<file path="config.mk">
export PLATFORM = sky130hd
export DESIGN_NAME = flash_nametable_loader
export DESIGN_NICKNAME = d
export VERILOG_FILES = /design/src/rtl/flash_nt_pkg.sv /design/src/rtl/cyc_counter.sv /design/src/rtl/flash_nametable_loader.sv
export SDC_FILE = /design/constraint.sdc
export NUM_CORES = 1
export LEC_CHECK = 0
export CAP_MARGIN = 30
export CELL_PAD_IN_SITES_DETAIL_PLACEMENT = 0
export CELL_PAD_IN_SITES_GLOBAL_PLACEMENT = 1
export CORE_MARGIN = 4
export CORE_UTILIZATION = 30
export DETAILED_ROUTE_END_ITERATION = 16
export HOLD_SLACK_MARGIN = 0.1
export PLACE_DENSITY_LB_ADDON = 0.08
export SLEW_MARGIN = 10
export SYNTH_ARGS = -nofsm -noshare
export SYNTH_HDL_FRONTEND = slang
export SYNTH_SLANG_ARGS = --single-unit
</file>
<file path="constraint.sdc">
create_clock -name clk -period 3.9 [get_ports clk]
set_clock_uncertainty 0.15 [all_clocks]
set_input_delay 0.39 -clock clk [delete_from_list [all_inputs] [get_ports clk]]
set_output_delay 0.39 -clock clk [all_outputs]
set_load 0.005 [all_outputs]
</file>
<file path="src/rtl/flash_nt_pkg.sv">
// Shared types and constants for the flash-to-nametable loader.
package flash_nt_pkg;

    localparam logic [7:0] FLASH_CMD_READ = 8'h03;
    localparam int unsigned HDR_BYTES = 4;

    typedef enum logic [2:0] {
        ST_IDLE,
        ST_SETUP,
        ST_SEND,
        ST_WAIT_LO,
        ST_WAIT_HI,
        ST_HOLD,
        ST_FIN
    } state_t;

    // Command/address header byte for header position idx.
    function automatic logic [7:0] hdr_byte(input logic [1:0] idx, input logic [23:0] addr);
        logic [7:0] b;
        case (idx)
            2'd0:    b = FLASH_CMD_READ;
            2'd1:    b = addr[23:16];
            2'd2:    b = addr[15:8];
            default: b = addr[7:0];
        endcase
        return b;
    endfunction

endpackage

</file>
<file path="src/rtl/cyc_counter.sv">
// Loadable saturating down-counter with a zero flag.
module cyc_counter #(
    parameter int unsigned W = 8
) (
    input  logic         clk,
    input  logic         rstn,
    input  logic         load,
    input  logic         en,
    input  logic [W-1:0] load_val,
    output logic         zero_c
);

    logic [W-1:0] count;

    always_ff @(posedge clk) begin
        if (!rstn) begin
            count <= '0;
        end else if (load) begin
            count <= load_val;
        end else if (en && (count != '0)) begin
            count <= count - W'(1);
        end
    end

    assign zero_c = (count == '0);

endmodule

</file>
<file path="src/rtl/flash_nametable_loader.sv">
// Issues an SPI-flash READ and streams the returned bytes into nametable RAM.
module flash_nametable_loader
    import flash_nt_pkg::*;
#(
    parameter int unsigned NT_AW    = 10,
    parameter int unsigned CLK_DIV  = 8,
    parameter int unsigned CS_SETUP = 4,
    parameter int unsigned CS_HOLD  = 4,
    parameter int unsigned TIMEOUT  = 4096
) (
    input  logic             clk,
    input  logic             rstn,
    input  logic             start,
    input  logic [23:0]      flash_addr,
    input  logic [NT_AW:0]   len,
    output logic             busy,
    output logic             done,
    output logic             err,
    output logic [7:0]       spi_clk_div,
    output logic             cs,
    output logic             tx_req,
    output logic [7:0]       data_tx,
    input  logic [7:0]       data_rx,
    input  logic             spi_ready,
    output logic             nt_we,
    output logic [NT_AW-1:0] nt_addr,
    output logic [7:0]       nt_wdata
);

    localparam int unsigned KW       = NT_AW + 2;
    localparam int unsigned SW       = 8;
    localparam int unsigned TW       = $clog2(TIMEOUT + 1);
    localparam int unsigned SETUP_LD = (CS_SETUP > 0) ? CS_SETUP - 1 : 0;
    localparam int unsigned HOLD_LD  = (CS_HOLD > 0) ? CS_HOLD - 1 : 0;
    localparam int unsigned TO_LD    = (TIMEOUT > 0) ? TIMEOUT - 1 : 0;

    state_t            state, state_d;
    logic [KW-1:0]     k, k_d, k_inc;
    logic [23:0]       addr_q, addr_d;
    logic [NT_AW:0]    len_q, len_d;
    logic              busy_d, done_d, err_d, cs_d, tx_req_d, nt_we_d;
    logic [7:0]        data_tx_d, nt_wdata_d;
    logic [NT_AW-1:0]  nt_addr_d;
    logic              tmr_load, tmr_en, tmr_zero;
    logic [SW-1:0]     tmr_val;
    logic              to_load, to_en, to_zero;

    assign spi_clk_div = 8'(CLK_DIV);

    function automatic logic [7:0] byte_for(input logic [KW-1:0] kv, input logic [23:0] a);
        if (kv < KW'(HDR_BYTES)) begin
            return hdr_byte(kv[1:0], a);
        end
        return 8'h00;
    endfunction

    cyc_counter #(.W(SW)) u_frame_tmr (
        .clk      (clk),
        .rstn     (rstn),
        .load     (tmr_load),
        .en       (tmr_en),
        .load_val (tmr_val),
        .zero_c   (tmr_zero)
    );

    cyc_counter #(.W(TW)) u_byte_timeout (
        .clk      (clk),
        .rstn     (rstn),
        .load     (to_load),
        .en       (to_en),
        .load_val (TW'(TO_LD)),
        .zero_c   (to_zero)
    );

    // Next state and next values of every registered output.
    always_comb begin
        state_d    = state;
        k_d        = k;
        addr_d     = addr_q;
        len_d      = len_q;
        busy_d     = busy;
        done_d     = 1'b0;
        err_d      = err;
        cs_d       = cs;
        tx_req_d   = 1'b0;
        data_tx_d  = data_tx;
        nt_we_d    = 1'b0;
        nt_addr_d  = nt_addr;
        nt_wdata_d = nt_wdata;
        tmr_load   = 1'b0;
        tmr_en     = 1'b0;
        tmr_val    = '0;
        to_load    = 1'b0;
        to_en      = 1'b0;
        k_inc      = k + KW'(1);

        case (state)
            ST_IDLE: begin
                if (start) begin
                    addr_d = flash_addr;
                    len_d  = len;
                    err_d  = 1'b0;
                    busy_d = 1'b1;
                    k_d    = '0;
                    if (len == '0) begin
                        state_d = ST_FIN;
                    end else begin
                        state_d  = ST_SETUP;
                        cs_d     = 1'b0;
                        tmr_load = 1'b1;
                        tmr_val  = SW'(SETUP_LD);
                    end
                end
            end
            ST_SETUP: begin
                tmr_en = 1'b1;
                if (tmr_zero && spi_ready) begin
                    state_d   = ST_SEND;
                    tx_req_d  = 1'b1;
                    data_tx_d = byte_for(k, addr_q);
                end
            end
            ST_SEND: begin
                to_load = 1'b1;
                state_d = ST_WAIT_LO;
            end
            ST_WAIT_LO: begin
                to_en = 1'b1;
                if (!spi_ready) begin
                    state_d = ST_WAIT_HI;
                end else if (to_zero) begin
                    err_d   = 1'b1;
                    cs_d    = 1'b1;
                    state_d = ST_FIN;
                end
            end
            ST_WAIT_HI: begin
                to_en = 1'b1;
                if (spi_ready) begin
                    // Header bytes are clocked but never written.
                    if (k >= KW'(HDR_BYTES)) begin
                        nt_we_d    = 1'b1;
                        nt_addr_d  = NT_AW'(k - KW'(HDR_BYTES));
                        nt_wdata_d = data_rx;
                    end
                    k_d = k_inc;
                    if (k_inc == KW'(len_q) + KW'(HDR_BYTES)) begin
                        state_d  = ST_HOLD;
                        tmr_load = 1'b1;
                        tmr_val  = SW'(HOLD_LD);
                    end else begin
                        state_d   = ST_SEND;
                        tx_req_d  = 1'b1;
                        data_tx_d = byte_for(k_inc, addr_q);
                    end
                end else if (to_zero) begin
                    err_d   = 1'b1;
                    cs_d    = 1'b1;
                    state_d = ST_FIN;
                end
            end
            ST_HOLD: begin
                tmr_en = 1'b1;
                if (tmr_zero) begin
                    cs_d    = 1'b1;
                    state_d = ST_FIN;
                end
            end
            ST_FIN: begin
                done_d  = 1'b1;
                busy_d  = 1'b0;
                state_d = ST_IDLE;
            end
            default: state_d = ST_IDLE;
        endcase
    end

    always_ff @(posedge clk) begin
        if (!rstn) begin
            state    <= ST_IDLE;
            k        <= '0;
            addr_q   <= '0;
            len_q    <= '0;
            busy     <= 1'b0;
            done     <= 1'b0;
            err      <= 1'b0;
            cs       <= 1'b1;
            tx_req   <= 1'b0;
            data_tx  <= '0;
            nt_we    <= 1'b0;
            nt_addr  <= '0;
            nt_wdata <= '0;
        end else begin
            state    <= state_d;
            k        <= k_d;
            addr_q   <= addr_d;
            len_q    <= len_d;
            busy     <= busy_d;
            done     <= done_d;
            err      <= err_d;
            cs       <= cs_d;
            tx_req   <= tx_req_d;
            data_tx  <= data_tx_d;
            nt_we    <= nt_we_d;
            nt_addr  <= nt_addr_d;
            nt_wdata <= nt_wdata_d;
        end
    end

endmodule

</file>
## After elaboration in Yosys (flattened, before gate mapping)

Index checks and enable logic that the tools add are counted.

- $add $sub $neg: 5
- $lt $le $gt $ge: 3
- Equality and inequality tests: 19
- Muxes and demuxes: 66
- Bitwise operators: 1
- Reductions and logical operators: 30

Operators by type and width:

| kind | count |
|---|---|
| $mux W8 | 9 |
| $mux W12 | 4 |
| $pmux W8 S3 | 2 |
| $mux W1 | 30 |
| $lt A12 B3 Y1 const B | 2 |
| $mux W3 | 8 |
| $pmux W12 S2 | 1 |
| $pmux W3 S6 | 1 |
| $ne A2 B2 Y1 const B | 8 |
| $pmux W8 S2 | 1 |
| $logic_not A13 Y1 | 1 |
| $reduce_bool A13 Y1 | 1 |
| $sub A13 B1 Y13 const B | 1 |
| $add A11 B3 Y12 const B | 1 |
| $add A12 B1 Y12 const B | 1 |
| $eq A12 B12 Y1 | 1 |
| $ge A12 B3 Y1 const B | 1 |
| $reduce_and A3 Y1 | 4 |
| $logic_not A11 Y1 | 1 |
| $reduce_bool A2 Y1 | 5 |
| $sub A10 B3 Y10 const B | 1 |
| $eq A3 B3 Y1 const B | 3 |
| $logic_not A8 Y1 | 1 |
| $mux W2 | 4 |
| 20 further kinds | 32 |

- Register bits after elaboration: 103
- Bits of input ports: 47
- Output and inout port bits: 40
- Logic and storage cells: 140

## Logic depth before layout (Yosys ltp)

Gate-level depths: netlist (run 1).

- Word-level depth: 10
- Depth in mapped cells: 11
- Mapped depth without buffers: 9

## Modules after synthesis

Synthesis (run 1) repeated with hierarchy kept, for this count alone.

- Cell total of the unflattened synthesis: 787
- Area total of the unflattened synthesis: 6008.3 um^2

By module, submodules not included:

| module | instances | cells each | area each (um^2) |
|---|---|---|---|
| flash_nametable_loader | 1 | 627 | 4643.2 |
| cyc_counter at u_byte_timeout | 1 | 102 | 857.1 |
| cyc_counter at u_frame_tmr | 1 | 58 | 508.0 |

## Worst setup path before layout (run 1)

No wires, ideal clock.

- Path kind: reg2reg
- Start: reg k[0]
- End: reg data_tx[1]
- Arrival: 2593 ps
- Required time: 3616 ps
- Slack: 1023 ps
- Stages on the path, launching flop included: 11
- Path buffers: 2
- Period minus slack after synthesis: 2877 ps
- Path through: dfxtp_1 > ha_1 > and2_4 > xnor3_1 > nor4_1 > nand4_1 > or4_1 > clkbuf_1 > buf_2 > a211oi_1 > a211oi_1

- Cells in the longest elaborated chain, start to end: 10
- Elaborated cells on any way between the ends: 29
- Those cells by class: 1 x add/sub; 2 x order compare; 6 x eq/ne; 17 x mux; 3 x reduce/logical

RTL lines:

| element | line | text |
|---|---|---|
| start: declaration | flash_nametable_loader.sv:38 | `logic [KW-1:0] k, k_d, k_inc;` |
| start signal: assignment | flash_nametable_loader.sv:195 | `k <= k_d;` |
| $add A12 B1 Y12 | flash_nametable_loader.sv:95 | `k_inc = k + KW'(1);` |
| $lt A12 B3 Y1 | flash_nametable_loader.sv:51 | `if (kv < KW'(HDR_BYTES)) begin` |
| $mux W1 | flash_nametable_loader.sv:51 |  |
| $mux W1 | flash_nametable_loader.sv:147 | `if (k_inc == KW'(len_q) + KW'(HDR_BYTES)) begin` |
| $mux W1 | flash_nametable_loader.sv:139 | `if (spi_ready) begin` |
| $mux W1 | flash_nametable_loader.sv:97 | `case (state)` |
| $mux W8 | flash_nametable_loader.sv:54 | `return 8'h00;` |
| $mux W8 | flash_nametable_loader.sv:147 |  |
| $mux W8 | flash_nametable_loader.sv:139 |  |
| $pmux W8 S2 | flash_nametable_loader.sv:97 |  |
| end signal: assignment | flash_nametable_loader.sv:203 | `data_tx <= data_tx_d;` |
| end: declaration | flash_nametable_loader.sv:22 | `output logic [7:0] data_tx,` |

Several ways; a longest one is shown, not always the timed one. The select of a mux whose other input is x is not followed.
A chain may end at the register's enable or synchronous reset.

## Worst setup path after layout (run 1)

- Start: reg k[3]
- End: reg u_frame_tmr.count[6]

- Cells in the longest elaborated chain, start to end: 6
- Elaborated cells on any way between the ends: 7
- Those cells by class: 1 x add/sub; 1 x eq/ne; 4 x mux; 1 x reduce/logical

RTL lines:

| element | line | text |
|---|---|---|
| $add A12 B1 Y12 (*) | flash_nametable_loader.sv:95 |  |
| $eq A12 B12 Y1 (*) | flash_nametable_loader.sv:147 |  |
| $mux W1 (*) | flash_nametable_loader.sv:147 |  |
| $mux W1 (*) | flash_nametable_loader.sv:139 |  |
| $pmux W1 S2 (*) | flash_nametable_loader.sv:97 |  |
| $mux W8 / $reduce_bool A2 Y1 (equally long branches) | -- |  |
| end signal: assignment | cyc_counter.sv:19 | `count <= load_val;` |
| end signal: assignment | cyc_counter.sv:21 | `count <= count - W'(1);` |
| end: declaration | cyc_counter.sv:13 | `logic [W-1:0] count;` |

Mark *: on every way between the ends. The rest lies on a longest branch, timed or not.

==> results of run 1 <==
## logic make-up after synthesis
family,Yosys count
buffers and inverters,69
AO/OA/AOI/OAI,180
XOR/XNOR,47
AND/OR/NAND/NOR,281
adder cells (fa/ha/maj),12
multiplexers,10
flip-flops,103
other,2
## Yosys cell counts, types with 2 or more instances
| master | number |
|---|---|
| nand2_1 | 100 |
| o22ai_1 | 3 |
| nand3b_1 | 2 |
| buf_4 | 9 |
| xnor3_1 | 2 |
| dfxtp_1 | 103 |
| nor2_1 | 85 |
| nor4_1 | 13 |
| a21o_1 | 2 |
| nand3_1 | 24 |
| or4_1 | 3 |
| and3_1 | 10 |
| mux2i_1 | 10 |
| nor3b_1 | 2 |
| o31a_1 | 2 |
| buf_1 | 3 |
| nand2b_1 | 2 |
| a22oi_1 | 16 |
| or3_1 | 5 |
| buf_2 | 8 |
| a21oi_1 | 95 |
| or2_2 | 2 |
| and2_1 | 3 |
| o21ai_0 | 26 |
| ha_1 | 12 |
| a221oi_1 | 4 |
| nor2b_1 | 3 |
| clkbuf_1 | 36 |
| o31ai_1 | 2 |
| nor3_1 | 16 |
| xnor2_1 | 33 |
| conb_1 | 2 |
| o21a_1 | 3 |
| xor2_1 | 12 |
| inv_1 | 11 |
| a211oi_1 | 16 |
| nand4_1 | 7 |
## stage by stage
step,std cells,util,instance area (um^2),worst slack (ns)
floorplan,710,-,5416,1.023
global placement,965,0.3601,6294,0.5465
detailed placement,965,0.3601,6294,0.4613
CTS,981,0.3762,6575,0.4518
global route,981,0.3762,6575,0.2615
finish,981,0.3762,6575,0.4629
## cell usage in the layout (no fill, tap or decap), types with 4 or more instances in the layout
cell type        count
nand4_1              7
a211oi_1            16
a221oi_1             4
nor4_1              13
xor2_1              12
clkdlybuf4s50_1     78
conb_1               8
a21oi_1             95
ha_1                12
nand3_1             24
o21ai_0             26
clkbuf_16            9
dfxtp_1            103
nand2_1            100
nor3_1              16
xnor2_1             33
inv_1               11
a22oi_1             16
buf_4                8
nor2_1              85
and3_1              10
or3_1                5
mux2i_1             10
## worst paths after layout
path	startpoint	to	slack [ns]
worst min register to register	addr_q[0]$_SDFFE_PN0P_	addr_q[0]$_SDFFE_PN0P_	0.32
worst max-delay path	k[3]$_SDFFE_PN0P_	u_frame_tmr.count[6]$_SDFFE_PN0P_	0.46
worst min-delay path	addr_q[0]$_SDFFE_PN0P_	addr_q[0]$_SDFFE_PN0P_	0.32
worst max register to register	k[3]$_SDFFE_PN0P_	u_frame_tmr.count[6]$_SDFFE_PN0P_	0.46
## metal layers
metal / global-route usage / vias up / part of all wire
li1: - / 2527 / -
met1: 0.2037 / 2274 / 0.50
met2: 0.2311 / 102 / 0.45
met3: 0.03394 / 12 / 0.044
met4: 0.03788 / 0 / 0.011
met5: 0 / - / 0
## power groups by stage
stage / clock network [mW] / logic (mW) / registers, mW
finish: 0.867 / 0.973 / 1.38
CTS: 0.914 / 0.981 / 1.38
floorplan: 0 / 0.711 / 1.34
detailed placement: 0 / 0.977 / 1.41
global route: 0.952 / 1.10 / 1.41
global placement: 0 / 0.967 / 1.40
## flip-flops by register name (all words and copies together), names as in the netlist
register	flops
u_byte_timeout.count	13
len_q	11
data_tx	8
done	1
err	1
state	3
nt_wdata	8
u_frame_tmr.count	8
addr_q	24
nt_we	1
cs	1
tx_req	1
k	12
nt_addr	10
busy	1
## worst reg2reg max path, cell delays in order (launching register included)
cell      delay, ns
dfxtp_1        0.52
ha_1           0.30
and2_4         0.20
xnor3_1        0.29
nor4_1         0.26
nand4_1        0.11
or4_1          0.75
o221ai_1       0.61
nor2_1         0.11
## final cells by class
cell class                      count  share of cell area
Clock inverter                      6            0.006470
Timing Repair Buffer               87              0.1309
Inverter                           12            0.006851
Multi-Input combinational cell    538              0.4630
Tap cell                          225             0.04282
Clock buffer                       10             0.03635
Sequential cell                   103              0.3136
==> results_dict.tcl, run 1 <==
set metrics [dict create \
    syn_area_um2 5394 \
    ys_seq_area_frac 0.3823 \
    cp-start-kind "flip-flop" \
    setup_tns_ns 0 \
    slowest_delay_ns 0.75 \
    drive_gt1_frac 0.04233 \
    post-cts-setup-buffers 0 \
    total_power_mw 3.221 \
    crit_slowest_cell "or4_1" \
    place.port_buffers 78 \
    wirelength_um 14840 \
    setup_viol 0 \
    antenna_found_initial 0 \
    cts-root-buf "clkbuf_16" \
    maxClockFrequency_mhz 290.9 \
    power_switching_mw 1.131 \
    worst_pin_slew_ns 0.6490 \
    critPathMaxFanout 14 \
    synthSimpleGateAreaFrac 0.2343 \
    fill_cells 1838 \
    postRouteAntennaNets 0 \
    hold_slack_ns 0.3230 \
    synth.largest_area_cell "dfxtp_1" \
    ys.flop_type "dfxtp_1" \
    initial_core_util 0.3086 \
    multiInputGateArea_um2 3044 \
    final-hold-violation-count 0 \
    seqPwrFrac 0.429 \
    drv_cap 0 \
    power.share.switching 0.3510 \
    yosysWarnings 0 \
    dp.final_hpwl_um 10900 \
    fp-row-count 48 \
    min_period_over_period 0.8813 \
    grt_overflow 0 \
    hp-class "flip-flop to flip-flop" \
    grt_usage 0.1470 \
    cp.required_ns 3.97 \
    grt_pass1_vias 4527 \
    die_w_um 142.1 \
    p_per_area_nw_per_um2 489.9 \
    antenna_cells 0 \
    path_clk_slew_ns 0.07 \
    cts_buffer_depth 2 \
    drc 0 \
    syn_area_per_cell_um2 7.662 \
    tritoncts "yes" \
    rsz0062_at_grt "no" \
    worst-path-stages 8 \
    worst-r2r-cell-count 8 \
    firstDrtPassIters 4 \
    worst_setup_path_end_kind "flip-flop" \
    nNetsFinal 810 \
    synth_top_family_by_area "simple AND/OR/NAND/NOR gates" \
    synth-seq-cells 103 \
    p_leak_nw 2.442 \
    clock_latency_ns 0.35 \
    slew_headroom 0.5658 \
    worstPathArrival_ns 3.50 \
    synth_top_cell_area_share 0.3823 \
    grt_max_degree 57 \
    vias_per_cell 5.010 \
    routedWlPerCell_um 15.13 \
    syn_inst 704 \
    drt_iter0_drc 200 \
    crit_buf_inv 0 \
    power_frac_clock 0.269 \
    ys_types 54 \
    status "finished clean" \
    min_period_ns 3.437 \
    async_reset_ff_frac 0 \
    synth_area_leaders "dfxtp_1, a21oi_1, nand2_1" \
    synth-compound-area-share 0.1967 \
    die_h_um 142.1 \
    core-area_um2 17480 \
    cp_cell_sequence "ha_1, and2_4, xnor3_1, nor4_1, nand4_1, or4_1, o221ai_1, nor2_1" \
    routabilityCongestion 0.8265 \
    min_delay_path_depth 2 \
    finalMaxSlewViolations 0 \
    htreeDepth 3 \
    vias 4915 \
    cellInternalPower_mw 2.091 \
    areaGrowthSynthToFinish_pct 21.90 \
    synthAdderAreaFrac 0.02784 \
    synth_xor_area_frac 0.08142 \
    ios 87 \
    p_comb_frac 0.302 \
    seq_area_um2 2062 \
    ir_drop_uv 254.8 \
    hold_buffers 0 \
    synthMuxAreaShare 0.01856 \
    dieArea_um2 20190 \
    cts.repair.resized 0 \
    clock-sinks 103 \
    crit_type "flip-flop to flip-flop" \
    synth-edff-count 0 \
    cts-buffers-inserted 9 \
    grt_pass1_wl_um 24040 \
    cpLargestDelayFamily "simple AND/OR/NAND/NOR gates" \
]
(Power assumes the default switching activity.)
==> run 2, diff against run 1 <==
--- a/config.mk
+++ b/config.mk
@@ -6,8 +6,6 @@
 export NUM_CORES = 1
 export LEC_CHECK = 0
 export CAP_MARGIN = 30
-export CELL_PAD_IN_SITES_DETAIL_PLACEMENT = 0
-export CELL_PAD_IN_SITES_GLOBAL_PLACEMENT = 1
 export CORE_MARGIN = 4
 export CORE_UTILIZATION = 30
 export DETAILED_ROUTE_END_ITERATION = 16
==> run 2 against run 1 <==
  * Hold slack improved by 0.0051 ns
  * Fmax rose by 1.7%
  * Global-route usage rose by 0.21 points
  * Register-to-register slack improved by 0.06 ns
  * Total power rose by 2.1%
  * Cell area rose by 0.38%
  * Die area did not move
  * Non-clock buffer count rose by 2
==> results_dict.tcl, run 2 (synthesis results as in run 1) <==
set metrics [dict create \
    hold_slack_ns 0.3281 \
    crit_slowest_cell "or4_1" \
    cp-start-kind "flip-flop" \
    crit-reg2reg-launch "k[0]$_SDFFE_PN0P_" \
    htreeDepth 3 \
    worst_setup_path_end_kind "flip-flop" \
    fill_cells 1819 \
    antenna_found_initial 0 \
    maxClockFrequency_mhz 295.8 \
    layout_common_cells "dfxtp_1, nand2_1, a21oi_1" \
    worstPathArrival_ns 3.45 \
    r2r_slack_ns 0.52 \
    setup_viol 0 \
    status "finished clean" \
    initial_core_util 0.3086 \
    cts-root-buf "clkbuf_16" \
    crit_buf_inv 0 \
    routabilityCongestion 0.7668 \
    min_delay_path_depth 2 \
    finalMaxSlewViolations 0 \
    fp-row-count 48 \
    cellInternalPower_mw 2.143 \
    p_per_area_nw_per_um2 498.4 \
    vias 4881 \
    antenna_cells 0 \
    cts.repair.resized 0 \
    seqPwrFrac 0.421 \
    cp.required_ns 3.97 \
    hold_buffers 0 \
    p_comb_frac 0.295 \
    slowest_delay_ns 0.76 \
    tritoncts "yes" \
    worst_pin_slew_ns 0.8903 \
    drv_cap 0 \
    postRouteAntennaNets 0 \
    path_clk_slew_ns 0.07 \
    seq_area_um2 2062 \
    wirelength_um 14930 \
    final-hold-violation-count 0 \
    nNetsFinal 812 \
    hp-class "flip-flop to flip-flop" \
    die_w_um 142.1 \
    die_h_um 142.1 \
    dieArea_um2 20190 \
    dp.final_hpwl_um 10860 \
    multiInputGateArea_um2 3044 \
    cp_cell_sequence "ha_1, and2_4, xnor3_1, nor4_1, nand4_1, or4_1, o221ai_1, nor2_1" \
    vias_per_cell 4.965 \
    crit_type "flip-flop to flip-flop" \
    power_switching_mw 1.147 \
    cts_buffer_depth 2 \
    clock-sinks 103 \
    top_regs "addr_q x24, u_byte_timeout.count x13, k x12" \
    grt_pass1_vias 4772 \
    grt_usage 0.1491 \
    worst-r2r-cell-count 8 \
    p_leak_nw 2.457 \
    min_from "addr_q[12]$_SDFFE_PN0P_" \
    ir_drop_uv 237.9 \
    total_power_mw 3.289 \
    min_period_over_period 0.8670 \
    ios 87 \
    cpLargestDelayFamily "simple AND/OR/NAND/NOR gates" \
    min_period_ns 3.381 \
    core-area_um2 17480 \
    power_frac_clock 0.284 \
    critPathMaxFanout 14 \
    grt_overflow 0 \
    drc 0 \
    grt_pass1_wl_um 24560 \
    largest_reg_flops 24 \
    reg2reg_to "u_frame_tmr.count[7]$_SDFFE_PN0P_" \
    setup_tns_ns 0 \
    regMostFlops "addr_q" \
    whs_endpoint "addr_q[12]$_SDFFE_PN0P_" \
    rsz0062_at_grt "no" \
    drive_gt1_frac 0.04485 \
    areaGrowthSynthToFinish_pct 22.36 \
    power.share.switching 0.3486 \
    final_common_cell "dfxtp_1" \
    post-cts-setup-buffers 0 \
    slew_headroom 0.4056 \
    place.port_buffers 78 \
    clock_latency_ns 0.35 \
    routedWlPerCell_um 15.19 \
    grt_max_degree 47 \
    drt_iter0_drc 369 \
    cts-buffers-inserted 9 \
    firstDrtPassIters 5 \
]
-- run 2: routing by layer --
metal	part of all wire	up-vias	track usage
li1	-	2530	-
met1	0.51	2243	0.2088
met2	0.44	101	0.2338
met3	0.044	7	0.02520
met4	0.0099	0	0.04848
met5	0	-	0
-- run 2: power groups by stage --
stage / logic [mW] / clock network [mW] / registers (mW)
2_1_floorplan: 0.711 / 0 / 1.34
3_3_place_gp: 0.958 / 0 / 1.40
3_5_place_dp: 0.973 / 0 / 1.41
4_1_cts: 0.979 / 0.972 / 1.38
5_1_grt: 1.11 / 1.02 / 1.41
6_report: 0.970 / 0.935 / 1.38
-- run 2: layout make-up --
cell class	count	area share
sequential	103	0.3124
inverter	12	0.006825
clock inverter	7	0.01194
tap	225	0.04265
clock buffer	9	0.03412
multi-input combinational	538	0.4612
timing repair buffer	89	0.1308
-- run 2: metrics by stage --
step | util | worst slack (ns) | instances | instance area, um^2
2_1_floorplan | - | 1.023 | 710 | 5416
5_1_grt | 0.3776 | 0.1938 | 983 | 6600
3_3_place_gp | 0.3603 | 0.5656 | 967 | 6296
6_report | 0.3776 | 0.5189 | 983 | 6600
4_1_cts | 0.3776 | 0.4844 | 983 | 6600
3_5_place_dp | 0.3603 | 0.4682 | 967 | 6296
-- run 2: worst register-to-register path, cell delays in order (launching register included) --
cell	delay [ns]
dfxtp_1	0.51
ha_1	0.32
and2_4	0.21
xnor3_1	0.30
nor4_1	0.27
nand4_1	0.11
or4_1	0.76
o221ai_1	0.56
nor2_1	0.10
-- run 2: worst max-delay path by stage --
stage | to | slack, ns | startpoint | cells past startpoint
after global placement | u_frame_tmr.count[6]$_SDFFE_PN0P_ | 0.57 | k[3]$_SDFFE_PN0P_ | 8
after global routing | u_frame_tmr.count[6]$_SDFFE_PN0P_ | 0.19 | k[0]$_SDFFE_PN0P_ | 8
after CTS | u_frame_tmr.count[7]$_SDFFE_PN0P_ | 0.48 | k[0]$_SDFFE_PN0P_ | 8
final | u_frame_tmr.count[7]$_SDFFE_PN0P_ | 0.52 | k[0]$_SDFFE_PN0P_ | 8
after detailed placement | u_frame_tmr.count[6]$_SDFFE_PN0P_ | 0.47 | k[0]$_SDFFE_PN0P_ | 8
after floorplan | data_tx[1]$_SDFFE_PN0P_ | 1.02 | k[0]$_SDFFE_PN0P_ | 10
==> run 3, diff against run 2 <==
--- a/config.mk
+++ b/config.mk
@@ -9,7 +9,7 @@
 export CORE_MARGIN = 4
 export CORE_UTILIZATION = 30
 export DETAILED_ROUTE_END_ITERATION = 16
-export HOLD_SLACK_MARGIN = 0.1
+export HOLD_SLACK_MARGIN = 0.06
 export PLACE_DENSITY_LB_ADDON = 0.08
 export SLEW_MARGIN = 10
 export SYNTH_ARGS = -nofsm -noshare
==> results of run 3 <==
Final layout, timing and power as in run 2 (identical DEF).
